`config.mk`:
```
export PLATFORM = sky130hd
export DESIGN_NAME = seg7_mux_driver_flat
export DESIGN_NICKNAME = d
export VERILOG_FILES = /design/src/rtl/seg7_if.sv /design/src/rtl/seg7_mux_driver.sv /design/src/flat_wrapper.sv
export SDC_FILE = /design/constraint.sdc
export NUM_CORES = 1
export LEC_CHECK = 0
export CAP_MARGIN = 20
export CELL_PAD_IN_SITES_DETAIL_PLACEMENT = 1
export CELL_PAD_IN_SITES_GLOBAL_PLACEMENT = 2
export CORE_ASPECT_RATIO = 1.2
export CORE_MARGIN = 10
export CORE_UTILIZATION = 40
export CTS_CLUSTER_SIZE = 8
export DETAILED_ROUTE_END_ITERATION = 12
export GPL_ROUTABILITY_DRIVEN = 0
export GPL_TIMING_DRIVEN = 0
export PLACE_DENSITY = 0.81
export SYNTH_ARGS = -nofsm -noshare
export SYNTH_HDL_FRONTEND = slang
export SYNTH_SLANG_ARGS = --single-unit
export TNS_END_PERCENT = 50
```
`constraint.sdc`:
```
create_clock -name clk -period 4.6 [get_ports clk]
set_input_delay 0.46 -clock clk [delete_from_list [all_inputs] [get_ports clk]]
set_output_delay 0.46 -clock clk [all_outputs]
set_load 0.02 [all_outputs]
```
`src/rtl/seg7_if.sv`:
```
// Bundle between a display controller (master) and seg7_mux_driver (slave):
// digit data, decimal points, enables, brightness and load strobe in;
// anodes, segments, decimal point and frame tick out.
interface seg7_if #(
  parameter int NUM_DIGITS = 4
);
  logic [4*NUM_DIGITS-1:0] input_bcd;
  logic [NUM_DIGITS-1:0]   dp_in;
  logic [NUM_DIGITS-1:0]   digit_en;
  logic [3:0]              brightness;
  logic                    load;
  logic [NUM_DIGITS-1:0]   an;
  logic [6:0]              seg;
  logic                    dp;
  logic                    frame_tick;

  modport master (
    output input_bcd, dp_in, digit_en, brightness, load,
    input  an, seg, dp, frame_tick
  );

  modport slave (
    input  input_bcd, dp_in, digit_en, brightness, load,
    output an, seg, dp, frame_tick
  );
endinterface

```
`src/rtl/seg7_mux_driver.sv`:
```
// seg7_mux_driver: time-multiplexed 7-segment display driver.
// Each digit owns a slot of REFRESH_DIV cycles; the first GUARD_CYCLES of a
// slot keep every anode off, and brightness (sampled at slot start) sets how
// much of the remaining slot the anode stays on. Loaded data lands in a
// pending register and is committed to the display only at frame start, so a
// frame never mixes old and new digits.
// Optional feature: define SEG7_LEADING_ZERO_BLANK_EN to blank leading zeros.
module seg7_mux_driver #(
  parameter int NUM_DIGITS   = 4,
  parameter int REFRESH_DIV  = 100000,
  parameter int GUARD_CYCLES = 8
) (
  input logic   clk,
  input logic   rst_n,
  seg7_if.slave bus
);

  localparam int CNT_W  = $clog2(REFRESH_DIV);
  localparam int LEN_W  = $clog2(REFRESH_DIV + 1);
  localparam int IDX_W  = (NUM_DIGITS > 1) ? $clog2(NUM_DIGITS) : 1;
  localparam int PROD_W = LEN_W + 5;

  typedef struct packed {
    logic [4*NUM_DIGITS-1:0] bcd;
    logic [NUM_DIGITS-1:0]   dp;
    logic [NUM_DIGITS-1:0]   en;
  } frame_t;

  // Active-low hex glyphs, seg[0]=a .. seg[6]=g.
  function automatic logic [6:0] hex_to_seg(input logic [3:0] v);
    case (v)
      4'h0: hex_to_seg = 7'h40;
      4'h1: hex_to_seg = 7'h79;
      4'h2: hex_to_seg = 7'h24;
      4'h3: hex_to_seg = 7'h30;
      4'h4: hex_to_seg = 7'h19;
      4'h5: hex_to_seg = 7'h12;
      4'h6: hex_to_seg = 7'h02;
      4'h7: hex_to_seg = 7'h78;
      4'h8: hex_to_seg = 7'h00;
      4'h9: hex_to_seg = 7'h10;
      4'hA: hex_to_seg = 7'h08;
      4'hB: hex_to_seg = 7'h03;
      4'hC: hex_to_seg = 7'h46;
      4'hD: hex_to_seg = 7'h21;
      4'hE: hex_to_seg = 7'h06;
      default: hex_to_seg = 7'h0E;
    endcase
  endfunction

  logic [CNT_W-1:0]      cnt_q, cnt_d;
  logic [IDX_W-1:0]      idx_q, idx_d;
  frame_t                pend_q, pend_d;
  frame_t                disp_q, disp_d;
  logic [LEN_W-1:0]      on_len_q, on_len_d;
  logic [NUM_DIGITS-1:0] an_q, an_d;
  logic [6:0]            seg_q, seg_d;
  logic                  dp_q, dp_d;
  logic                  frame_tick_q, frame_tick_d;

  logic                  cnt_wrap;
  logic                  frame_start;
  logic [PROD_W-1:0]     duty_prod;
  logic [3:0]            nibble;
  logic                  lit;
`ifdef SEG7_LEADING_ZERO_BLANK_EN
  logic                  upper_zero;
`endif

  assign cnt_wrap    = (cnt_q == CNT_W'(REFRESH_DIV - 1));
  assign frame_start = (cnt_q == '0) && (idx_q == '0);
  // Full-width product so brightness 15 yields exactly REFRESH_DIV.
  assign duty_prod   = (PROD_W'(bus.brightness) + PROD_W'(1)) *
                       PROD_W'(REFRESH_DIV - GUARD_CYCLES);

  // Slot/digit counters, pending and display registers, per-slot on-length.
  always_comb begin
    // NOTE: every variable gets a default first so no path can infer a latch.
    cnt_d    = cnt_wrap ? '0 : cnt_q + CNT_W'(1);
    idx_d    = idx_q;
    pend_d   = pend_q;
    on_len_d = on_len_q;
    if (cnt_wrap) begin
      idx_d = (idx_q == IDX_W'(NUM_DIGITS - 1)) ? '0 : idx_q + IDX_W'(1);
    end
    if (bus.load) begin
      pend_d = {bus.input_bcd, bus.dp_in, bus.digit_en};
    end
    // Taking pend_d (not pend_q) lets a load in the commit cycle show at once.
    disp_d = frame_start ? pend_d : disp_q;
    if (cnt_q == '0) begin
      on_len_d = LEN_W'(GUARD_CYCLES) + LEN_W'(duty_prod >> 4);
    end
  end

  // Next output values for the current slot position, registered below.
  always_comb begin
    nibble = disp_d.bcd[4*idx_q +: 4];
    lit    = (cnt_q >= CNT_W'(GUARD_CYCLES)) && (LEN_W'(cnt_q) < on_len_d) &&
             disp_d.en[idx_q];
`ifdef SEG7_LEADING_ZERO_BLANK_EN
    upper_zero = 1'b1;
    for (int j = 1; j < NUM_DIGITS; j++) begin
      if ((j > int'(idx_q)) && (disp_d.bcd[4*j +: 4] != 4'h0)) upper_zero = 1'b0;
    end
    // Digit 0 always shows; a set decimal point keeps a zero digit visible.
    if ((idx_q != '0) && (nibble == 4'h0) && upper_zero && !disp_d.dp[idx_q]) begin
      lit = 1'b0;
    end
`endif
    an_d         = '1;
    seg_d        = 7'h7F;
    dp_d         = 1'b1;
    frame_tick_d = frame_start;
    if (lit) begin
      an_d[idx_q] = 1'b0;
      seg_d       = hex_to_seg(nibble);
      dp_d        = ~disp_d.dp[idx_q];
    end
  end

  // State and output registers; outputs change together on one edge.
  always_ff @(posedge clk or negedge rst_n) begin
    // NOTE: data registers are reset too, so the first frame after reset shows a known blank display.
    if (!rst_n) begin
      cnt_q        <= '0;
      idx_q        <= '0;
      pend_q       <= '0;
      disp_q       <= '0;
      on_len_q     <= '0;
      an_q         <= '1;
      seg_q        <= 7'h7F;
      dp_q         <= 1'b1;
      frame_tick_q <= 1'b0;
    end else begin
      // NOTE: non-blocking assignments so every flop samples pre-edge values.
      cnt_q        <= cnt_d;
      idx_q        <= idx_d;
      pend_q       <= pend_d;
      disp_q       <= disp_d;
      on_len_q     <= on_len_d;
      an_q         <= an_d;
      seg_q        <= seg_d;
      dp_q         <= dp_d;
      frame_tick_q <= frame_tick_d;
    end
  end

  assign bus.an         = an_q;
  assign bus.seg        = seg_q;
  assign bus.dp         = dp_q;
  assign bus.frame_tick = frame_tick_q;

endmodule

```
`src/flat_wrapper.sv`:
```
// flat-port wrapper written by rule: the top's interface ports become plain ports
module seg7_mux_driver_flat 
#(
  parameter int NUM_DIGITS   = 4,
  parameter int REFRESH_DIV  = 100000,
  parameter int GUARD_CYCLES = 8
)
  (clk, rst_n, bus_input_bcd, bus_dp_in, bus_digit_en, bus_brightness, bus_load, bus_an, bus_seg, bus_dp, bus_frame_tick);
  seg7_if #(.NUM_DIGITS(NUM_DIGITS)) bus_i ();
  input logic clk;
  input logic rst_n;
  input wire logic [$bits(bus_i.input_bcd)-1:0] bus_input_bcd;
  input wire logic [$bits(bus_i.dp_in)-1:0] bus_dp_in;
  input wire logic [$bits(bus_i.digit_en)-1:0] bus_digit_en;
  input wire logic [$bits(bus_i.brightness)-1:0] bus_brightness;
  input wire logic [$bits(bus_i.load)-1:0] bus_load;
  output wire logic [$bits(bus_i.an)-1:0] bus_an;
  output wire logic [$bits(bus_i.seg)-1:0] bus_seg;
  output wire logic [$bits(bus_i.dp)-1:0] bus_dp;
  output wire logic [$bits(bus_i.frame_tick)-1:0] bus_frame_tick;
  assign bus_i.input_bcd = bus_input_bcd;
  assign bus_i.dp_in = bus_dp_in;
  assign bus_i.digit_en = bus_digit_en;
  assign bus_i.brightness = bus_brightness;
  assign bus_i.load = bus_load;
  assign bus_an = bus_i.an;
  assign bus_seg = bus_i.seg;
  assign bus_dp = bus_i.dp;
  assign bus_frame_tick = bus_i.frame_tick;
  seg7_mux_driver #(.NUM_DIGITS(NUM_DIGITS), .REFRESH_DIV(REFRESH_DIV), .GUARD_CYCLES(GUARD_CYCLES)) u_core (.clk(clk), .rst_n(rst_n), .bus(bus_i));
endmodule
```
Yosys cells after proc, flatten, opt, wreduce, memory -nomap -nowiden
Memory sizes are Yosys's and may differ from the RTL's.
Index checks and enable logic that the tools add are counted.

operators by class
  $add $sub $neg = 4
  $mul = 1
  $lt $le $gt $ge = 4
  equal/unequal tests = 2
  shifts and indexed selects = 1
  mux-type cells = 14
  bitwise gates (word level) = 2
  reduce and logical (&&, ||, !) cells = 6

operator list
  cell                                                                                  number
  24-bit two-way mux                                                                    2
  17-bit two-way mux                                                                    2
  22-bit by 14-bit multiplier with 18-bit output, second input constant                 1
  17-bit by 1-bit adder with 17-bit output, second input constant                       1
  4-bit by 17-bit adder with 17-bit output, first input constant                        1
  17-bit equality test, second input constant                                           1
  17-bit by 4-bit greater-or-equal comparator with 1-bit output, second input constant  1
  17-bit logical NOT                                                                    1
  17-bit less-than comparator                                                           1
  16-bit by 5-bit variable part select with 4-bit output                                1
  7-bit two-way mux                                                                     1
  4-bit by 1-bit adder with 5-bit output, second input constant                         1
  1-bit binary-select mux with 2-bit select                                             2
  1-bit logical AND                                                                     4
  1-bit two-way mux                                                                     4
  4-bit two-way mux                                                                     1
  4-bit NOT                                                                             1
  2-bit by 3-bit less-than comparator with 1-bit output, second input constant          1
  2-bit by 1-bit adder with 2-bit output, second input constant                         1
  1-bit demux with 2-bit select                                                         1
  2-bit equality test, second input constant                                            1
  2-bit by 1-bit greater-or-equal comparator with 1-bit output, second input constant   1
  2-bit logical NOT                                                                     1
  2-bit two-way mux                                                                     1
  1-bit NOT                                                                             1

word-level totals
  register bits after elaboration = 97
  bits in read-only memories = 112
  output and inout port bits = 13
  logic and storage cells = 48
  memories = 1

memory list
  name             words  bits a word  rd ports  clocked after memory_dff  write ports  RTL line               text
  (no name shown)  16     7            1         0                         0            seg7_mux_driver.sv:31  case (v)

Logic depth before layout (Yosys ltp)
Gate-level depths: netlist (run 1).

  word-level depth = 8
  depth in mapped cells = 24

Worst setup path before layout (run 1)
Ideal clock, no wire load.

  kind = input-to-reg
  start = input bus_brightness[0]
  end = register u_core.seg_q[5], in the netlist u_core.bus.seg[5]
  library setup time = 0.081 ns
  arrival = 5.818 ns
  required time = 4.519 ns
  path slack = -1.300 ns
  cell stages on the path = 23
  buffers on the path = 1
  cell sequence = ha_1 -> and3_1 -> ha_1 -> ha_1 -> or2_2 -> fa_1 -> ha_1 -> or3_1 -> o221a_2 -> o31a_1 -> nor2_1 -> o311ai_1 -> nor4b_1 -> mux2_2 -> and2_1 -> ha_1 -> nand4_1 -> nor2_1 -> nand2_1 -> a2111oi_0 -> nor4_4 -> buf_4 -> o211ai_1

between the ends
  cells in the longest elaborated chain, start to end = 8

ends and longest elaborated chain
  item                                            RTL line                text
  start, declared                                 flat_wrapper.sv:15      input wire logic [$bits(bus_i.brightness)-1:0] bus_brightness;
  4-bit by 1-bit adder with 5-bit output          seg7_mux_driver.sv:73   assign duty_prod = (PROD_W'(bus.brightness) + PROD_W'(1)) *
  22-bit by 14-bit multiplier with 18-bit output  seg7_mux_driver.sv:73
  4-bit by 17-bit adder with 17-bit output        seg7_mux_driver.sv:92   on_len_d = LEN_W'(GUARD_CYCLES) + LEN_W'(duty_prod >> 4);
  17-bit two-way mux                              seg7_mux_driver.sv:91   if (cnt_q == '0) begin
  17-bit less-than comparator                     seg7_mux_driver.sv:99   lit = (cnt_q >= CNT_W'(GUARD_CYCLES)) && (LEN_W'(cnt_q) < on_len_d) &&
  1-bit logical AND (2 in series)                 seg7_mux_driver.sv:99
  7-bit two-way mux                               seg7_mux_driver.sv:115  if (lit) begin
  net u_core.seg_d[5]                             seg7_mux_driver.sv:57   logic [6:0] seg_q, seg_d;
  end signal, assigned                            seg7_mux_driver.sv:143  seg_q <= seg_d;
  end, declared                                   seg7_mux_driver.sv:57

The timed path passes the listed nets, and every way through them passes these cells.
A chain may end at the register's enable or synchronous reset.

Final worst setup path (run 1)
  start = input bus_brightness[1]
  end = register u_core.seg_q[2], in the netlist u_core.bus.seg[2]

The elaborated chain is that of the path after synthesis.

==> results of run 1 <==
## worst min-delay path: cells and delay by family (launching register included)
kind | cells | cell delay [ns]
flip-flops | 1 | 0.32
multiplexers | 1 | 0.08
buffers and inverters | 1 | 0.06
## where the power goes
group / leakage, nW / internal [mW] / switching (mW)
Sequential: 1.17 / 0.957 / 0.0323
Combinational: 2.00 / 0.493 / 0.557
Clock: 0.150 / 0.389 / 0.380
## worst max path at each step
stage,cells after the start,to
detailed placement,23,u_core.bus.seg[5]
CTS,24,u_core.bus.seg[2]
global route,25,u_core.bus.seg[2]
global placement,23,u_core.bus.seg[5]
floorplan,24,u_core.bus.seg[5]
finish,26,u_core.bus.seg[2]
## final cells by class
class | count | area (um2) | share of cell area, %
inverters | 31 | 116 | 1.49
repair buffers | 72 | 692 | 8.86
clock inverters | 7 | 78.8 | 1.01
flip-flops and latches | 97 | 2440 | 31.3
multi-input cells | 391 | 3910 | 50.1
well taps | 204 | 255 | 3.27
plain buffers | 16 | 91.3 | 1.17
clock buffers | 9 | 225 | 2.88
## flip-flops by register name (all words and copies together) (netlist names)
name / cells
u_core.pend_q: 24
u_core.disp_q: 24
u_core.idx_q: 2
u_core.bus.seg: 7
u_core.bus.an: 4
u_core.bus.frame_tick: 1
u_core.cnt_q: 17
u_core.bus.dp: 1
u_core.on_len_q: 17
## layer usage
metal / wire length, um / up-vias
li1: - / 2114
met1: 6710 / 2249
met3: 283 / 19
met5: 0 / -
met2: 8720 / 51
met4: 312 / 0
## logic make-up (layout without fill, tap and decap cells)
group,count (synthesis),in the layout,share of synthesized area [%]
fa+ha+maj,66,66,13.9
compound gates,79,79,9.55
buf+inv,47,135,3.40
mux,77,77,15.2
simple gates,136,136,12.5
flops,97,97,40.7
xor+xnor,33,33,4.81
## cells in the final DEF, fill, tap and decap left out, types with 9 or more instances in the layout
cell type,instances
mux2i_1,11
nor2_1,25
clkdlybuf4s50_1,37
inv_1,28
ha_1,50
mux2_2,59
dfstp_2,12
xnor2_1,18
nand2_1,23
clkbuf_1,9
dfrtp_1,85
ha_4,11
nand4_1,9
nand3_1,18
xor2_1,10
clkbuf_16,9
buf_4,28
## through the flow
stage                     cell area (um2)  setup slack, ns  instances  util (%)  hold WS, ns
after floorplan                      6140           -0.692        535         -        0.164
after global placement               6810            -2.09        781      45.9        0.462
after detailed placement             6840            -2.24        782      46.1        0.382
after CTS                            7690           -0.670        822      51.8        0.501
after global routing                 7810           -0.794        827      52.6        0.516
final                                7810           -0.580        827      52.6        0.496
## repair_timing
action / 4_1_cts / 5_1_grt
gates cloned: 1 / 0
hold buffers: 1 / 0
hold endpoints to repair: 13 / 0
pin swaps: 37 / 19
setup endpoints to repair: 16 / 12
gates resized for setup: 86 / 14
setup buffers: 22 / 5
==> run metrics, run 1 <==
Post-synth EDFFs 0; vias in the first global route 4,916; setup TNS -6.63 ns; period utilization 113%; standard-cell rows 49; cell taking the most area after synthesis dfrtp_1; Worst Setup SP bus_brightness[1]; met1 Use GR 18.2%; final hold vios 0; Top Ports 44; largest fanout on the critical path 7; final wirelength 16.0 mm; crit path max-delay cell type ha_1; CP top delay family adder cells; vias per cell 5.36; CP max stage delay 0.34 ns; first-pass GRT wire length 26.0 mm; Hold Startpoint u_core.on_len_q[9]; PwrDens 360 nW/um2; Bufs on Longest Clock Path 2; syn_area_per_cell 11.2 um2; Hold Path Class reg2reg; Worst Hold Path Cells 2; fin nets 715; flops & latches, synth 97; total gr overflow 0; top cells by area, synth dfrtp_1, ha_1, mux2_2; # fillers 1,555; failing checks negative setup slack; Clock Latency Late Sink 0.36 ns; CTS tree done; Worst EP arrival 5.45 ns; Max-slew headroom 47.2%; Overall Global Routing Usage 15.8%; outcome complete, but fails checks; die area 20,300 um2; Die Wd 132 um; Worst EP required 4.87 ns; max-slew violation count 0; H-tree depth 3; antenna violations before repair 0; Area Overhead vs Synth 30.1%; reg2reg end u_core.bus.seg[2]; register area share after synthesis 40.7%; Worst Tran Pin Value 0.785 ns; DRT iter0 DRCs 252; setup ws final -0.580 ns; ANT nets after route 0; Synth cell types 62; largest net degree at the start of global routing 75; worst r2r src u_core.cnt_q[9]; drc violations 0; Core ar. 14,800 um2; Initial Utilization 40.5%; clk slew on worst S/H paths 0.07 ns; Final Power 2.81 mW; path depth of the worst reg2reg path 17; WHS Endpoint u_core.on_len_q[9]; proportion of netlist area held by the largest area contributor 35.4%; Worst Skew 0.0131 ns; Achievable Freq 0.193 GHz; CP dominant cell by count ha_4; crit start category input pin; diode count 0; Post-synth top cells dfrtp_1, ha_1, mux2_2; RSZ-0062 raised after global routing true; most used routing layer met2; Syn Inst Count 535; Synth async-reset ratio 100%; setup slack, reg-to-reg -0.03 ns; Max Cap Violations 0; vias post-DR 4,433; number of CTS-inserted buffers 9; CTS Root Cell clkbuf_16; clock sink count 97; cell with the most instances after synthesis dfrtp_1; Initial DRT Pass Iterations 4; Port Buf Inserts 42; M3 GR Usage 2.37%; hpwl dp 11.7 mm; VDD IR-drop max 0.000191 V; final setup vio count 12; post-DR wirelength/cell 19.4 um; Mapped Nets 632; Bufs and invs on worst path 5; critical path endpoint category register; Die Y 154 um; GR Util met2 29.0%; fraction of layout cells with a size suffix above 1 33.4%; Post-synth top flop dfrtp_1; kind of critical path in2reg; min Tclk post-route 5.18 ns; Ys Warns 0; Post-Syn Area 6000 um2; Leakage 3.31 nW
Note: power is estimated with default switching activity, not from simulation.
==> run 2, diff against run 1 <==
--- a/config.mk
+++ b/config.mk
@@ -12,4 +12,5 @@
 export CORE_MARGIN = 10
 export CORE_UTILIZATION = 40
+export CTS_CLUSTER_DIAMETER = 60
 export CTS_CLUSTER_SIZE = 8
 export DETAILED_ROUTE_END_ITERATION = 12
==> constraint.sdc (replaced) <==
create_clock -name clk -period 4.6 [get_ports clk]
set_input_delay 0.69 -clock clk [delete_from_list [all_inputs] [get_ports clk]]
set_output_delay 0.69 -clock clk [all_outputs]
set_load 0.02 [all_outputs]
==> run metrics, run 2 (same netlist as run 1, synthesis figures left out) <==
Leakage 3.31 nW (about the same); Worst Tran Pin Value 0.799 ns (was 0.785 ns); Comb pwr share 37.3% (was 37.4%); P_sw 0.970 mW (was 0.969 mW); Die Wd 132 um (unchanged); Area Overhead vs Synth 30.0% (was 30.1%); Worst Skew 0.0126 ns (was 0.0131 ns); Core ar. 14,800 um2 (unchanged); Bufs on Longest Clock Path 2 (unchanged); worst r2r src u_core.cnt_q[9] (unchanged); fin nets 714 (was 715); post-DR wirelength/cell 19.5 um (was 19.4 um); diode count 0 (unchanged); setup ws final -0.826 ns (was -0.580 ns); Hold Path Class in2async (was reg2reg); Worst EP arrival 5.70 ns (was 5.45 ns); number of CTS-inserted buffers 9 (unchanged); # fillers 1,553 (was 1,555); fraction of layout cells with a size suffix above 1 33.6% (was 33.4%); reg2reg end u_core.bus.seg[2] (unchanged); top flop regs u_core.disp_q (24), u_core.pend_q (24) (unchanged); Worst EP required 4.87 ns (about the same); Pint 1.84 mW (about the same); largest fanout on the critical path 7 (unchanged); clock sink count 97 (unchanged); H-tree depth 3 (unchanged); standard-cell rows 49 (unchanged); PwrDens 360 nW/um2 (about the same); final wirelength 16.1 mm (was 16.0 mm); Clock Latency Late Sink 0.36 ns (about the same); Design Area, Final 7800 um2 (was 7810 um2); CTS Root Cell clkbuf_16 (unchanged); commonest non-fill, non-tap cell in the layout dfrtp_1 (unchanged); RSZ-0062 raised after global routing true (unchanged); VDD IR-drop max 0.000191 V (about the same); final setup vio count 12 (unchanged); path depth of the worst reg2reg path 17 (unchanged); Initial Utilization 40.5% (unchanged); most frequent cells in the layout dfrtp_1, mux2_2, ha_1 (unchanged); sw frac 34.5% (about the same); drc violations 0 (unchanged); critical path endpoint category register (unchanged); Achievable Freq 0.184 GHz (was 0.193 GHz); Hold Buf Count CTS 0 (was 1); clk slew on worst S/H paths 0.08 ns (was 0.07 ns); crit path max-delay cell type ha_1 (unchanged); outcome complete, but fails checks (unchanged); antenna violations before repair 0 (unchanged); CP dominant cell by count ha_4 (unchanged); kind of critical path in2reg (unchanged); setup slack, reg-to-reg -0.03 ns (about the same); crit start category input pin (unchanged); max-slew violation count 0 (unchanged); CP max stage delay 0.34 ns (about the same); Placed Instance Area 6840 um2 (unchanged); largest net degree at the start of global routing 75 (unchanged); final hold vios 0 (unchanged); Overall Global Routing Usage 15.8% (about the same); Max Cap Violations 0 (unchanged); Top Ports 44 (unchanged); die area 20,300 um2 (unchanged); period utilization 118% (was 113%); Port Buf Inserts 42 (unchanged); Initial DRT Pass Iterations 4 (unchanged); first-pass GRT wire length 26.0 mm (about the same); DRT iter0 DRCs 256 (was 252); Die Y 154 um (unchanged); CTS tree done (unchanged); hpwl dp 11.7 mm (unchanged); Final Power 2.81 mW (about the same); clock power share 27.4% (about the same); vias post-DR 4,464 (was 4,433); failing checks negative setup slack (unchanged); ANT nets after route 0 (unchanged); min Tclk post-route 5.43 ns (was 5.18 ns); vias in the first global route 4,932 (was 4,916); total gr overflow 0 (unchanged); Max-slew headroom 46.3% (was 47.2%); vias per cell 5.40 (was 5.36); sequential share of power 35.2% (about the same)
-- run 2: cell count changes in the layout (fill, tap and decap cells not counted), sizes merged --
cell and delta:
dlygate4sd3 -1
-- run 2: worst max path at each step --
| stage | from | end | slack (ns) |
|---|---|---|---|
| final | bus_brightness[1] | u_core.bus.seg[2] | -0.83 |
| after global routing | bus_brightness[0] | u_core.bus.seg[2] | -1.02 |
| after CTS | bus_brightness[1] | u_core.bus.seg[2] | -0.90 |
| after detailed placement | bus_brightness[0] | u_core.bus.seg[5] | -2.47 |
| after global placement | bus_brightness[0] | u_core.bus.seg[5] | -2.32 |
| after floorplan | bus_brightness[0] | u_core.bus.seg[5] | -0.92 |
-- run 2: repair_timing --
action	4_1_cts	5_1_grt
setup endpoints to repair	19	12
gates cloned	1	0
hold endpoints to repair	0	0
gates resized for setup	87	14
buffers inserted	22	5
pin swaps	38	18
-- run 2: metrics by stage --
step / TNS [ns] / util [%] / hold slack (ns) / instances / setup slack [ns]
2_1_floorplan: -10.45 / - / 0.394 / 535 / -0.922
3_5_place_dp: -34.19 / 46.1 / 0.480 / 782 / -2.47
5_1_grt: -12.07 / 52.6 / 0.238 / 826 / -1.02
6_report: -9.64 / 52.6 / 0.225 / 826 / -0.826
4_1_cts: -10.53 / 51.8 / 0.223 / 821 / -0.900
3_3_place_gp: -82.24 / 45.9 / 0.462 / 781 / -2.32
-- run 2: power groups by stage --
| stage | Sequential, mW | Combinational [mW] | Clock, mW |
|---|---|---|---|
| finish | 0.990 | 1.05 | 0.770 |
| floorplan | 1.00 | 0.554 | 0 |
| detailed placement | 1.01 | 0.810 | 0 |
| CTS | 0.990 | 0.989 | 0.787 |
| global route | 1.00 | 1.15 | 0.829 |
| global placement | 0.999 | 0.771 | 0 |
-- run 2: per-layer routing --
metal | global-route usage [%] | share of wire, %
met1 | 18.2 | 42
met2 | 29.0 | 54
met3 | 2.37 | 1.7
met4 | 5.57 | 1.9
met5 | 0 | 0
-- run 2: worst max-delay path: cells and delay by family --
family                     cells  cell delay (ns)
adders and majority gates      6             1.49
buffers and inverters          5             0.79
muxes                          1             0.34
and+or+nand+nor                8             1.36
xor gates and xnor gates       1             0.19
AOI/OAI and AO/OA              5             0.80
-- run 2: area by class of cell --
| cell class | count | area [um2] | area share (%) |
|---|---|---|---|
| clock inverter | 7 | 78.8 | 1.01 |
| clock buffer | 9 | 225 | 2.89 |
| inverter | 31 | 116 | 1.49 |
| tap | 204 | 255 | 3.27 |
| timing repair buffer | 71 | 682 | 8.74 |
| multi-input combinational | 391 | 3910 | 50.1 |
| sequential | 97 | 2440 | 31.3 |
| buffer | 16 | 91.3 | 1.17 |
==> run 3, diff against run 2 <==
CORE_ASPECT_RATIO = 1.1   (was 1.2)
REMOVE_ABC_BUFFERS = 1   (was not set)
SKIP_CTS_REPAIR_TIMING = 1   (was not set)
==> run metrics, run 3 (same netlist as run 1, synthesis figures left out) <==
outcome complete, but fails checks (unchanged); failing checks negative setup slack (unchanged); CTS tree done (unchanged); largest net degree at the start of global routing 74 (was 75); vias post-DR 4,373 (was 4,464); Worst Setup SP bus_brightness[2] (was bus_brightness[1]); Design Area, Final 7630 um2 (was 7800 um2); Achievable Freq 0.176 GHz (was 0.184 GHz); Overall Global Routing Usage 14.6% (was 15.8%); worst r2r src u_core.cnt_q[9] (unchanged); Placed Instance Area 6660 um2 (was 6840 um2); Core ar. 14,600 um2 (was 14,800 um2); Initial Utilization 41.2% (was 40.5%); standard-cell rows 46 (was 49); clk slew on worst S/H paths 0.07 ns (was 0.08 ns); PwrDens 354 nW/um2 (was 360 nW/um2); Worst Tran Pin Value 0.883 ns (was 0.799 ns); largest fanout on the critical path 6 (was 7); Worst EP required 4.88 ns (was 4.87 ns); Port Buf Inserts 43 (was 42); post-DR wirelength/cell 19.3 um (was 19.5 um); most frequent cells in the layout dfrtp_1, mux2_2, ha_1 (unchanged); vias per cell 5.52 (was 5.40); clock sink count 97 (unchanged); Max-slew headroom 40.9% (was 46.3%); first-pass GRT wire length 24.1 mm (was 26.0 mm); CP max stage delay 0.50 ns (was 0.34 ns); total gr overflow 0 (unchanged); Max Cap Violations 0 (unchanged); min Tclk post-route 5.67 ns (was 5.43 ns); Top Ports 44 (unchanged); critical path endpoint category register (unchanged); drc violations 0 (unchanged); crit start category input pin (unchanged); CP dominant cell by count ha_4 (unchanged); hpwl dp 10.7 mm (was 11.7 mm); number of CTS-inserted buffers 9 (unchanged); top flop regs u_core.disp_q (24), u_core.pend_q (24) (unchanged); diode count 0 (unchanged); Area Overhead vs Synth 27.0% (was 30.0%); Fin Hold WS 0.252 ns (was 0.225 ns); max-slew violation count 0 (unchanged); final hold vios 0 (unchanged); Hold Path Class in2async (unchanged); Die Y 148 um (was 154 um); die area 20,300 um2 (about the same); ANT nets after route 0 (unchanged); vias in the first global route 4,670 (was 4,932); final wirelength 15.3 mm (was 16.1 mm); Worst EP arrival 5.96 ns (was 5.70 ns); setup ws final -1.07 ns (was -0.826 ns); Worst Skew 0.0145 ns (was 0.0126 ns); period utilization 123% (was 118%); placed cell count 759 (was 782); fraction of layout cells with a size suffix above 1 31.2% (was 33.6%); RSZ-0062 raised after global routing true (unchanged); # fillers 1,510 (was 1,553); H-tree depth 3 (unchanged); CTS Root Cell clkbuf_16 (unchanged); final setup vio count 12 (unchanged); crit path max-delay cell type fa_2 (was ha_1); Post-Layout Cell Count 792 (was 826); fin nets 692 (was 714); Bufs on Longest Clock Path 2 (unchanged); antenna violations before repair 0 (unchanged); kind of critical path in2reg (unchanged); commonest non-fill, non-tap cell in the layout dfrtp_1 (unchanged); setup TNS -12.56 ns (was -9.64 ns); Initial DRT Pass Iterations 4 (unchanged); Clock Latency Late Sink 0.35 ns (was 0.36 ns); VDD IR-drop max 0.000174 V (was 0.000191 V); DRT iter0 DRCs 199 (was 256); Die Wd 137 um (was 132 um); Leakage 3.23 nW (was 3.31 nW)
## run 3: cell count changes in the layout (fill, tap and decap cells not counted), moves of 3 or more
cell,delta
inv_8,-4
ha_4,-3
ha_1,+4
clkbuf_1,-9
buf_4,-13
inv_6,+3
## run 3: final timing paths
check,endpoint,slack (ns),cells after the start
max,u_core.bus.seg[3],-1.07,25
min,u_core.pend_q[10],0.25,1
max reg2reg,u_core.bus.seg[3],0.64,17
min reg2reg,u_core.on_len_q[16],0.49,2
max in group asynchronous,u_core.bus.an[3],3.64,2
min in group clk,u_core.on_len_q[16],0.49,2
## run 3: routing by layer
layer  part of all wire [%]  track usage, %  routed length (um)
met5                      0               0                   0
met4                    1.3            4.75                 201
met3                    3.9            2.70                 594
met2                     52            24.8                7940
met1                     43            18.1                6580
## run 3: through the flow
| step | worst slack [ns] | power (mW) | util [%] |
|---|---|---|---|
| 4_1_cts | -2.90 | 2.55 | 47.8 |
| 2_1_floorplan | -1.45 | 1.52 | - |
| 6_report | -1.07 | 2.70 | 52.4 |
| 5_1_grt | -1.24 | 2.87 | 52.4 |
| 3_3_place_gp | -2.99 | 1.73 | 45.2 |
| 3_5_place_dp | -3.19 | 1.76 | 45.7 |
## run 3: cell type report
class | count | area, um2 | share of cell area [%]
flip-flops and latches | 97 | 2440 | 32.0
inverters | 31 | 120 | 1.58
well taps | 192 | 240 | 3.15
multi-input cells | 392 | 3850 | 50.5
clock buffers | 10 | 250 | 3.28
clock inverters | 6 | 56.3 | 0.738
repair buffers | 64 | 663 | 8.70
## run 3: worst max-delay path: cells and delay by family
family	cells	cell delay (ns)
buf+inv	3	0.36
compound gates	5	1.43
simple gates	9	1.38
fa+ha+maj	5	1.46
mux	1	0.14
xor+xnor	2	0.47
## run 3: power by group
part | switching [mW] | total, mW | internal (mW) | leakage (nW)
Combinational | 0.523 | 0.952 | 0.429 | 1.91
Clock | 0.351 | 0.762 | 0.410 | 0.152
Sequential | 0.0289 | 0.986 | 0.957 | 1.17
Total | 0.903 | 2.70 | 1.80 | 3.23
